### src/rtl/seq_detect_moore_prog_if.sv
// Bundle of the serial-stream and control signals of seq_detect_moore_prog.
//   master : drives x, x_valid, pat_load, pattern_in, overlap_en, cnt_clr;
//            observes z, match_cnt, cnt_sat.
//   slave  : the detector; receives the controls and drives the three results.
interface seq_detect_moore_prog_if #(
    parameter int PAT_LEN = 5,
    parameter int CNT_W   = 8
);
    logic               x;
    logic               x_valid;
    logic               pat_load;
    logic [PAT_LEN-1:0] pattern_in;
    logic               overlap_en;
    logic               cnt_clr;
    logic               z;
    logic [CNT_W-1:0]   match_cnt;
    logic               cnt_sat;

    modport master (
        output x, x_valid, pat_load, pattern_in, overlap_en, cnt_clr,
        input  z, match_cnt, cnt_sat
    );

    modport slave (
        input  x, x_valid, pat_load, pattern_in, overlap_en, cnt_clr,
        output z, match_cnt, cnt_sat
    );
endinterface

### src/rtl/seq_detect_moore_prog.sv
// Programmable Moore serial pattern detector with longest-prefix (KMP) fallback
// and a saturating match counter.
//   clk  : rising-edge clock
//   rst  : asynchronous active-low reset (state 0, pattern = PAT_DEFAULT, counter 0)
//   bus  : slave side of seq_detect_moore_prog_if
//          x / x_valid        serial bit and its qualifier
//          pat_load/pattern_in load a new pattern (MSB is first bit), restarts matching
//          overlap_en          1 = matches may overlap, 0 = restart after a match
//          cnt_clr             synchronous clear of match_cnt and cnt_sat
//          z                   high while the full pattern is matched
//          match_cnt / cnt_sat saturating match count and sticky saturation flag
module seq_detect_moore_prog #(
    parameter int                 PAT_LEN     = 5,
    parameter logic [PAT_LEN-1:0] PAT_DEFAULT = 5'b11011,
    parameter int                 CNT_W       = 8
) (
    input  logic                  clk,
    input  logic                  rst,
    seq_detect_moore_prog_if.slave bus
);
    localparam int               ST_W    = $clog2(PAT_LEN + 1);
    localparam logic [ST_W-1:0]  FULL    = ST_W'(PAT_LEN);
    localparam logic [CNT_W-1:0] CNT_MAX = {CNT_W{1'b1}};
    localparam logic [CNT_W-1:0] CNT_PRE = CNT_MAX - CNT_W'(1'b1);

    // Mask selecting the low 'len' bits of a pattern-wide vector.
    function automatic logic [PAT_LEN-1:0] low_mask(input int len);
        logic [PAT_LEN-1:0] m;
        for (int i = 0; i < PAT_LEN; i++) begin
            m[i] = (i < len);
        end
        return m;
    endfunction

    // The state is simply the count of pattern prefix bits matched so far.
    logic [ST_W-1:0]    state_r;
    logic [PAT_LEN-1:0] pattern_r;
    logic               z_r;
    logic [CNT_W-1:0]   cnt_r;
    logic               sat_r;

    logic               legal_s;
    logic [ST_W-1:0]    prefix_len_s;
    logic [PAT_LEN-1:0] hist_s;
    logic [PAT_LEN-1:0] cand_s;
    logic [ST_W-1:0]    fit_s;
    logic [ST_W-1:0]    state_nx_s;
    logic               hit_s;

    // Next-state: longest pattern prefix that is a suffix of (current prefix, x).
    always_comb begin
        legal_s      = (state_r <= FULL);
        prefix_len_s = {ST_W{1'b0}};
        hist_s       = {PAT_LEN{1'b0}};
        cand_s       = {PAT_LEN{1'b0}};
        fit_s        = {ST_W{1'b0}};
        state_nx_s   = state_r;
        hit_s        = 1'b0;

        // A full match either keeps the whole pattern as history (overlap)
        // or is treated as if nothing had been matched.
        if (state_r == FULL) begin
            prefix_len_s = bus.overlap_en ? FULL : {ST_W{1'b0}};
        end else if (legal_s) begin
            prefix_len_s = state_r;
        end else begin
            prefix_len_s = {ST_W{1'b0}};
        end

        // The matched prefix is the top prefix_len_s bits of the pattern;
        // right-align it and append x. Bits above prefix_len_s+1 are zero
        // and are excluded by the length guard below.
        hist_s = pattern_r >> (FULL - prefix_len_s);
        cand_s = {hist_s[PAT_LEN-2:0], bus.x};

        // Ascending sweep so the longest fitting length wins.
        for (int l = 1; l <= PAT_LEN; l++) begin
            if ((l <= int'(prefix_len_s) + 1) &&
                (((cand_s ^ (pattern_r >> (PAT_LEN - l))) & low_mask(l)) == {PAT_LEN{1'b0}})) begin
                fit_s = ST_W'(l);
            end else begin
                fit_s = fit_s;
            end
        end

        if (!legal_s) begin
            state_nx_s = {ST_W{1'b0}};
        end else if (bus.pat_load) begin
            state_nx_s = {ST_W{1'b0}};
        end else if (bus.x_valid) begin
            state_nx_s = fit_s;
        end else begin
            state_nx_s = state_r;
        end

        hit_s = legal_s && !bus.pat_load && bus.x_valid && (fit_s == FULL);
    end

    // State, pattern and match-flag registers; z tracks state == PAT_LEN.
    always_ff @(posedge clk or negedge rst) begin
        if (!rst) begin
            state_r   <= {ST_W{1'b0}};
            pattern_r <= PAT_DEFAULT;
            z_r       <= 1'b0;
        end else begin
            state_r <= state_nx_s;
            z_r     <= (state_nx_s == FULL);
            if (bus.pat_load) begin
                pattern_r <= bus.pattern_in;
            end else begin
                pattern_r <= pattern_r;
            end
        end
    end

    // Saturating match counter; clear beats a simultaneous match.
    always_ff @(posedge clk or negedge rst) begin
        if (!rst) begin
            cnt_r <= {CNT_W{1'b0}};
            sat_r <= 1'b0;
        end else if (bus.cnt_clr) begin
            cnt_r <= {CNT_W{1'b0}};
            sat_r <= 1'b0;
        end else if (hit_s) begin
            if (cnt_r == CNT_MAX) begin
                cnt_r <= cnt_r;
                sat_r <= 1'b1;
            end else begin
                cnt_r <= cnt_r + CNT_W'(1'b1);
                sat_r <= sat_r | (cnt_r == CNT_PRE);
            end
        end else begin
            cnt_r <= cnt_r;
            sat_r <= sat_r;
        end
    end

    assign bus.z         = z_r;
    assign bus.match_cnt = cnt_r;
    assign bus.cnt_sat   = sat_r;
endmodule

### src/flat_wrapper.sv
// flat-port wrapper written by rule: the top's interface ports become plain ports
module seq_detect_moore_prog_flat 
#(
    parameter int                 PAT_LEN     = 5,
    parameter logic [PAT_LEN-1:0] PAT_DEFAULT = 5'b11011,
    parameter int                 CNT_W       = 8
)
  (clk, rst, bus_x, bus_x_valid, bus_pat_load, bus_pattern_in, bus_overlap_en, bus_cnt_clr, bus_z, bus_match_cnt, bus_cnt_sat);
  seq_detect_moore_prog_if #(.PAT_LEN(PAT_LEN), .CNT_W(CNT_W)) bus_i ();
  input  logic clk;
  input  logic rst;
  input wire logic [$bits(bus_i.x)-1:0] bus_x;
  input wire logic [$bits(bus_i.x_valid)-1:0] bus_x_valid;
  input wire logic [$bits(bus_i.pat_load)-1:0] bus_pat_load;
  input wire logic [$bits(bus_i.pattern_in)-1:0] bus_pattern_in;
  input wire logic [$bits(bus_i.overlap_en)-1:0] bus_overlap_en;
  input wire logic [$bits(bus_i.cnt_clr)-1:0] bus_cnt_clr;
  output wire logic [$bits(bus_i.z)-1:0] bus_z;
  output wire logic [$bits(bus_i.match_cnt)-1:0] bus_match_cnt;
  output wire logic [$bits(bus_i.cnt_sat)-1:0] bus_cnt_sat;
  assign bus_i.x = bus_x;
  assign bus_i.x_valid = bus_x_valid;
  assign bus_i.pat_load = bus_pat_load;
  assign bus_i.pattern_in = bus_pattern_in;
  assign bus_i.overlap_en = bus_overlap_en;
  assign bus_i.cnt_clr = bus_cnt_clr;
  assign bus_z = bus_i.z;
  assign bus_match_cnt = bus_i.match_cnt;
  assign bus_cnt_sat = bus_i.cnt_sat;
  seq_detect_moore_prog #(.PAT_LEN(PAT_LEN), .PAT_DEFAULT(PAT_DEFAULT), .CNT_W(CNT_W)) u_core (.clk(clk), .rst(rst), .bus(bus_i));
endmodule
### config.mk
export PLATFORM = sky130hd
export DESIGN_NAME = seq_detect_moore_prog_flat
export DESIGN_NICKNAME = d
export VERILOG_FILES = /design/src/rtl/seq_detect_moore_prog_if.sv /design/src/rtl/seq_detect_moore_prog.sv /design/src/flat_wrapper.sv
export SDC_FILE = /design/constraint.sdc
export NUM_CORES = 1
export LEC_CHECK = 0
export ABC_AREA = 1
export ABC_CLOCK_PERIOD_IN_PS = 2810
export CAP_MARGIN = 20
export CORE_MARGIN = 1.5
export CORE_UTILIZATION = 49
export CTS_CLUSTER_SIZE = 28
export DETAILED_ROUTE_END_ITERATION = 16
export PLACE_DENSITY_LB_ADDON = 0.08
export REMOVE_ABC_BUFFERS = 1
export SETUP_SLACK_MARGIN = 0.2
export SLEW_MARGIN = 20
export SYNTH_ARGS = -nofsm -noshare
export SYNTH_HDL_FRONTEND = slang
export SYNTH_SLANG_ARGS = --single-unit
export TNS_END_PERCENT = 100
### constraint.sdc
create_clock -name clk -period 2.81 [get_ports clk]
set_clock_uncertainty 0.05 [all_clocks]
set_input_delay 0.562 -clock clk [delete_from_list [all_inputs] [get_ports clk]]
set_output_delay 0.562 -clock clk [all_outputs]
set_load 0.02 [all_outputs]
==> flow_summary_export.csv <==
group,metric,value,unit
status,status,"finished clean",
clock_tree,root_buffer,"clkbuf_4",
layout,nNetsFinal,269,
clock_tree,htree_levels,1,
min_path,hold_class,"reg2reg",
timing,worstMarginPinSlew,0.8491,ns
setup_path,critPathMaxStageDelay,0.46,ns
synthesis,synth_area,0.001458,mm²
grt,grt_max_degree,19,
timing,layout_min_cycle_time,2.426,ns
layout,multiInputGateArea,933.4,µm²
setup_path,crit_cells,16,
clock_tree,clock_path_buffers,2,
die,die_h,57.54,µm
routing,routed_via_density,5.181,
synthesis,netlist-cell-type-count,22,
clock_tree,cts_tree,"built",
setup_path,cp_max_fo,8,
grt,grt_pass1_vias,1332,
routing,met3_length,177,µm
power,p_sw_frac,0.3533,
setup_path,cp_data_required_time,2.95,ns
power,p_leak,0.9225,nW
power,combPwrFrac,0.351,
power,pwr-share-clk,0.198,
placement,place_inst,275,
clock_tree,clkTransAtPathRegs,0.10,ns
grt,grt_overflow,0,
power,seqPwrFrac,0.451,
setup_path,worst_setup_path_start_kind,"flip-flop",
layout,drive_gt1_frac,0.1640,
die,initial_utilization,0.5241,
power,powerDensity,363.2,mW/mm²
setup_path,cp_top_family,"simple AND/OR/NAND/NOR gates",
synthesis,yosysWarnings,0,
timing,hold_violations,0,
routing,drc,0,
clock_tree,insertion_delay,0.30,ns
timing,fin_crit_sh,0.8634,
power,power.internal,0.4358,mW
die,die_w,57.54,µm
setup_path,crit_path_frequent_cell,"nand2_1",
timing,max_freq,412.2,MHz
power,ir_drop,0.2910,mV
timing,maxSlewViolCount,0,
layout,ff_latch_area,456.7,µm²
routing,routedLengthMet1,1.575,mm
power,p_sw,0.2381,mW
synthesis,ys_seq_area_frac,0.3124,
layout,fillers,263,
layout,final_util,0.6671,
setup_path,r2r_cells,16,
placement,dp_hpwl,2.624,mm
routing,wl_per_cell,11.96,µm
setup_path,cp_num_buf_inv,3,
routing,highest_layer,"met4",
placement,gp_congestion,0.9380,
routing,final_antenna_net_count,0,
grt,antenna_found_initial,0,
die,placementRows,19,
routing,via_count,1456,
setup_path,crit_type,"reg2reg",
layout,areaGrowthSynthToFinish,27.30,%
synthesis,syn_area_per_cell,6.656,µm²
die,io_pins,22,
die,die_area,0.003311,mm²
setup_path,crit_path_cell_trace,"inv_2 > nor2_1 > o21ai_2 > inv_1 > ha_1 > inv_2 > nor2_4 > nand3_1 > nand2_1 > nand2_1 > nand2_1 > nand3_1 > nor2_4 > nand3_4 > nand2_2 > o21ai_1",
min_path,min_path_cells,2,
timing,timing.slew.headroom,0.4322,
placement,io_buffer_count,21,
setup_path,cpMaxStageDelayCell,"dfrtp_2",
routing,drt-initial-drc-count,69,
clock_tree,clock_sinks,18,
grt,grt_pass1_wl,5.754,mm
layout,instances_no_fill,281,
setup_path,critPathCaptureType,"flip-flop",
clock_tree,cts_buffers,3,
routing,wirelength,3.361,mm
routing,wl_met2,1.577,mm
layout,num_antenna_cells,0,
timing,setup_viol,0,
setup_path,worstPathArrival,2.56,ns
die,coreArea,0.002781,mm²
synthesis,synthCells,219,
job,max_cap_violations,0,
grt,grtUsageTotal,0.2216,
routing,firstDrtPassIters,4,
timing,rsz0062_at_grt,"false",
synthesis,ys_ff_latch,18,
[registers in the layout (all words and copies together), names as in the netlist]
name and cells:
u_core.bus.cnt_sat 1, u_core.bus.match_cnt 8, u_core.bus.z 1, u_core.pattern_r 5, u_core.state_r 3
[tightest hold or removal path: cells and delay by family, from the launching register on]
kind,cells,cell delay (ns)
AND/OR/NAND/NOR,2,0.12
flip-flops,1,0.40
[metal layers]
metal  vias up  global-route usage
met1       648              0.2986
met4         0             0.04983
met2        45              0.3701
met3         4             0.04082
li1        759                   -
met5         -                   0
[layout by cell type (no fill, tap or decap), drive strengths merged, types with 6 or more instances in the layout]
master	Yosys	layout
nand4	9	9
nor2	21	21
inv	28	28
clkdlybuf4s50	0	20
o21ai	7	7
xnor2	9	9
a21oi	6	6
buf	0	10
nand2	70	71
ha	6	6
nand3	30	30
dfrtp	14	14
[synthesized netlist by cell type]
cell type,n,area [µm²]
a21oi_1,5,25.02
o21ai_1,3,15.01
nor2_2,3,18.77
ha_1,6,75.07
nand3_1,28,140.1
o211ai_4,1,21.27
nor2_1,18,67.56
xnor2_1,9,78.83
dfstp_2,4,105.1
nand4_1,9,56.30
nand2_4,1,11.26
inv_1,21,78.83
o21ai_0,4,20.02
clkinv_1,2,7.510
nand3_2,2,20.02
a21oi_2,1,8.760
nand2_1,69,259.0
nor3_1,2,10.01
inv_2,7,26.28
clkbuf_1,5,18.77
dfrtp_1,14,350.3
xor2_1,5,43.79
[per-stage QoR]
stage | hold WS [ns] | power (mW) | setup WS [ns] | setup TNS (ns) | area (µm²)
finish | 0.4642 | 0.6739 | 0.3840 | 0 | 1856
global route | 0.5069 | 0.7217 | 0.2134 | 0 | 1856
CTS | 0.4665 | 0.6697 | 0.2025 | 0 | 1809
detailed placement | 0.4518 | 0.5290 | -0.2569 | -2.197 | 1755
global placement | 0.4377 | 0.5243 | -0.1474 | -1.342 | 1755
floorplan | 0.2164 | 0.4436 | 0.4130 | 0 | 1439
[power groups by stage]
stage / clock [mW] / sequential [mW] / combinational, mW
after global routing: 0.148 / 0.307 / 0.266
final: 0.134 / 0.304 / 0.236
after detailed placement: 0 / 0.308 / 0.221
after floorplan: 0 / 0.309 / 0.135
after CTS: 0.138 / 0.304 / 0.228
after global placement: 0 / 0.308 / 0.216
[timing repair]
item / CTS / global route
setup endpoints to repair: 10 / 13
pin swaps: 0 / 5
cloned: 0 / 1
gates resized for setup: 6 / 9
buffers inserted: 0 / 1
hold buffers: 0 / 0
[kinds of logic (layout without fill, tap and decap cells)]
group / count (synthesis) / count (layout) / synth area share
AOI/OAI and AO/OA: 14 / 14 / 0.06180
buffers and inverters: 35 / 65 / 0.09014
adders and majority gates: 6 / 6 / 0.05150
and+or+nand+nor: 132 / 133 / 0.4000
xor gates and xnor gates: 14 / 14 / 0.08412
DFF: 18 / 18 / 0.3124
[area by class of cell]
| type | instances | share of cell area |
|---|---|---|
| Timing Repair Buffer | 31 | 0.1551 |
| Tap cell | 31 | 0.02090 |
| Sequential cell | 18 | 0.2461 |
| Inverter | 30 | 0.06069 |
| Multi-Input combinational cell | 167 | 0.5030 |
| Clock buffer | 4 | 0.01416 |
[final timing paths]
path / startpoint / to / slack, ns
max: u_core.state_r[2]$_DFF_PN0_ / u_core.bus.match_cnt[1]$_DFFE_PN0P_ / 0.38
min: u_core.pattern_r[0]$_DFFE_PN1P_ / u_core.pattern_r[0]$_DFFE_PN1P_ / 0.46
max reg2reg: u_core.state_r[2]$_DFF_PN0_ / u_core.bus.match_cnt[1]$_DFFE_PN0P_ / 0.38
min reg2reg: u_core.pattern_r[0]$_DFFE_PN1P_ / u_core.pattern_r[0]$_DFFE_PN1P_ / 0.46
max in group asynchronous: rst / u_core.state_r[2]$_DFF_PN0_ / 1.45
min in group asynchronous: rst / u_core.bus.z$_DFF_PN0_ / 0.69
Note: power is estimated with default switching activity, not from simulation.
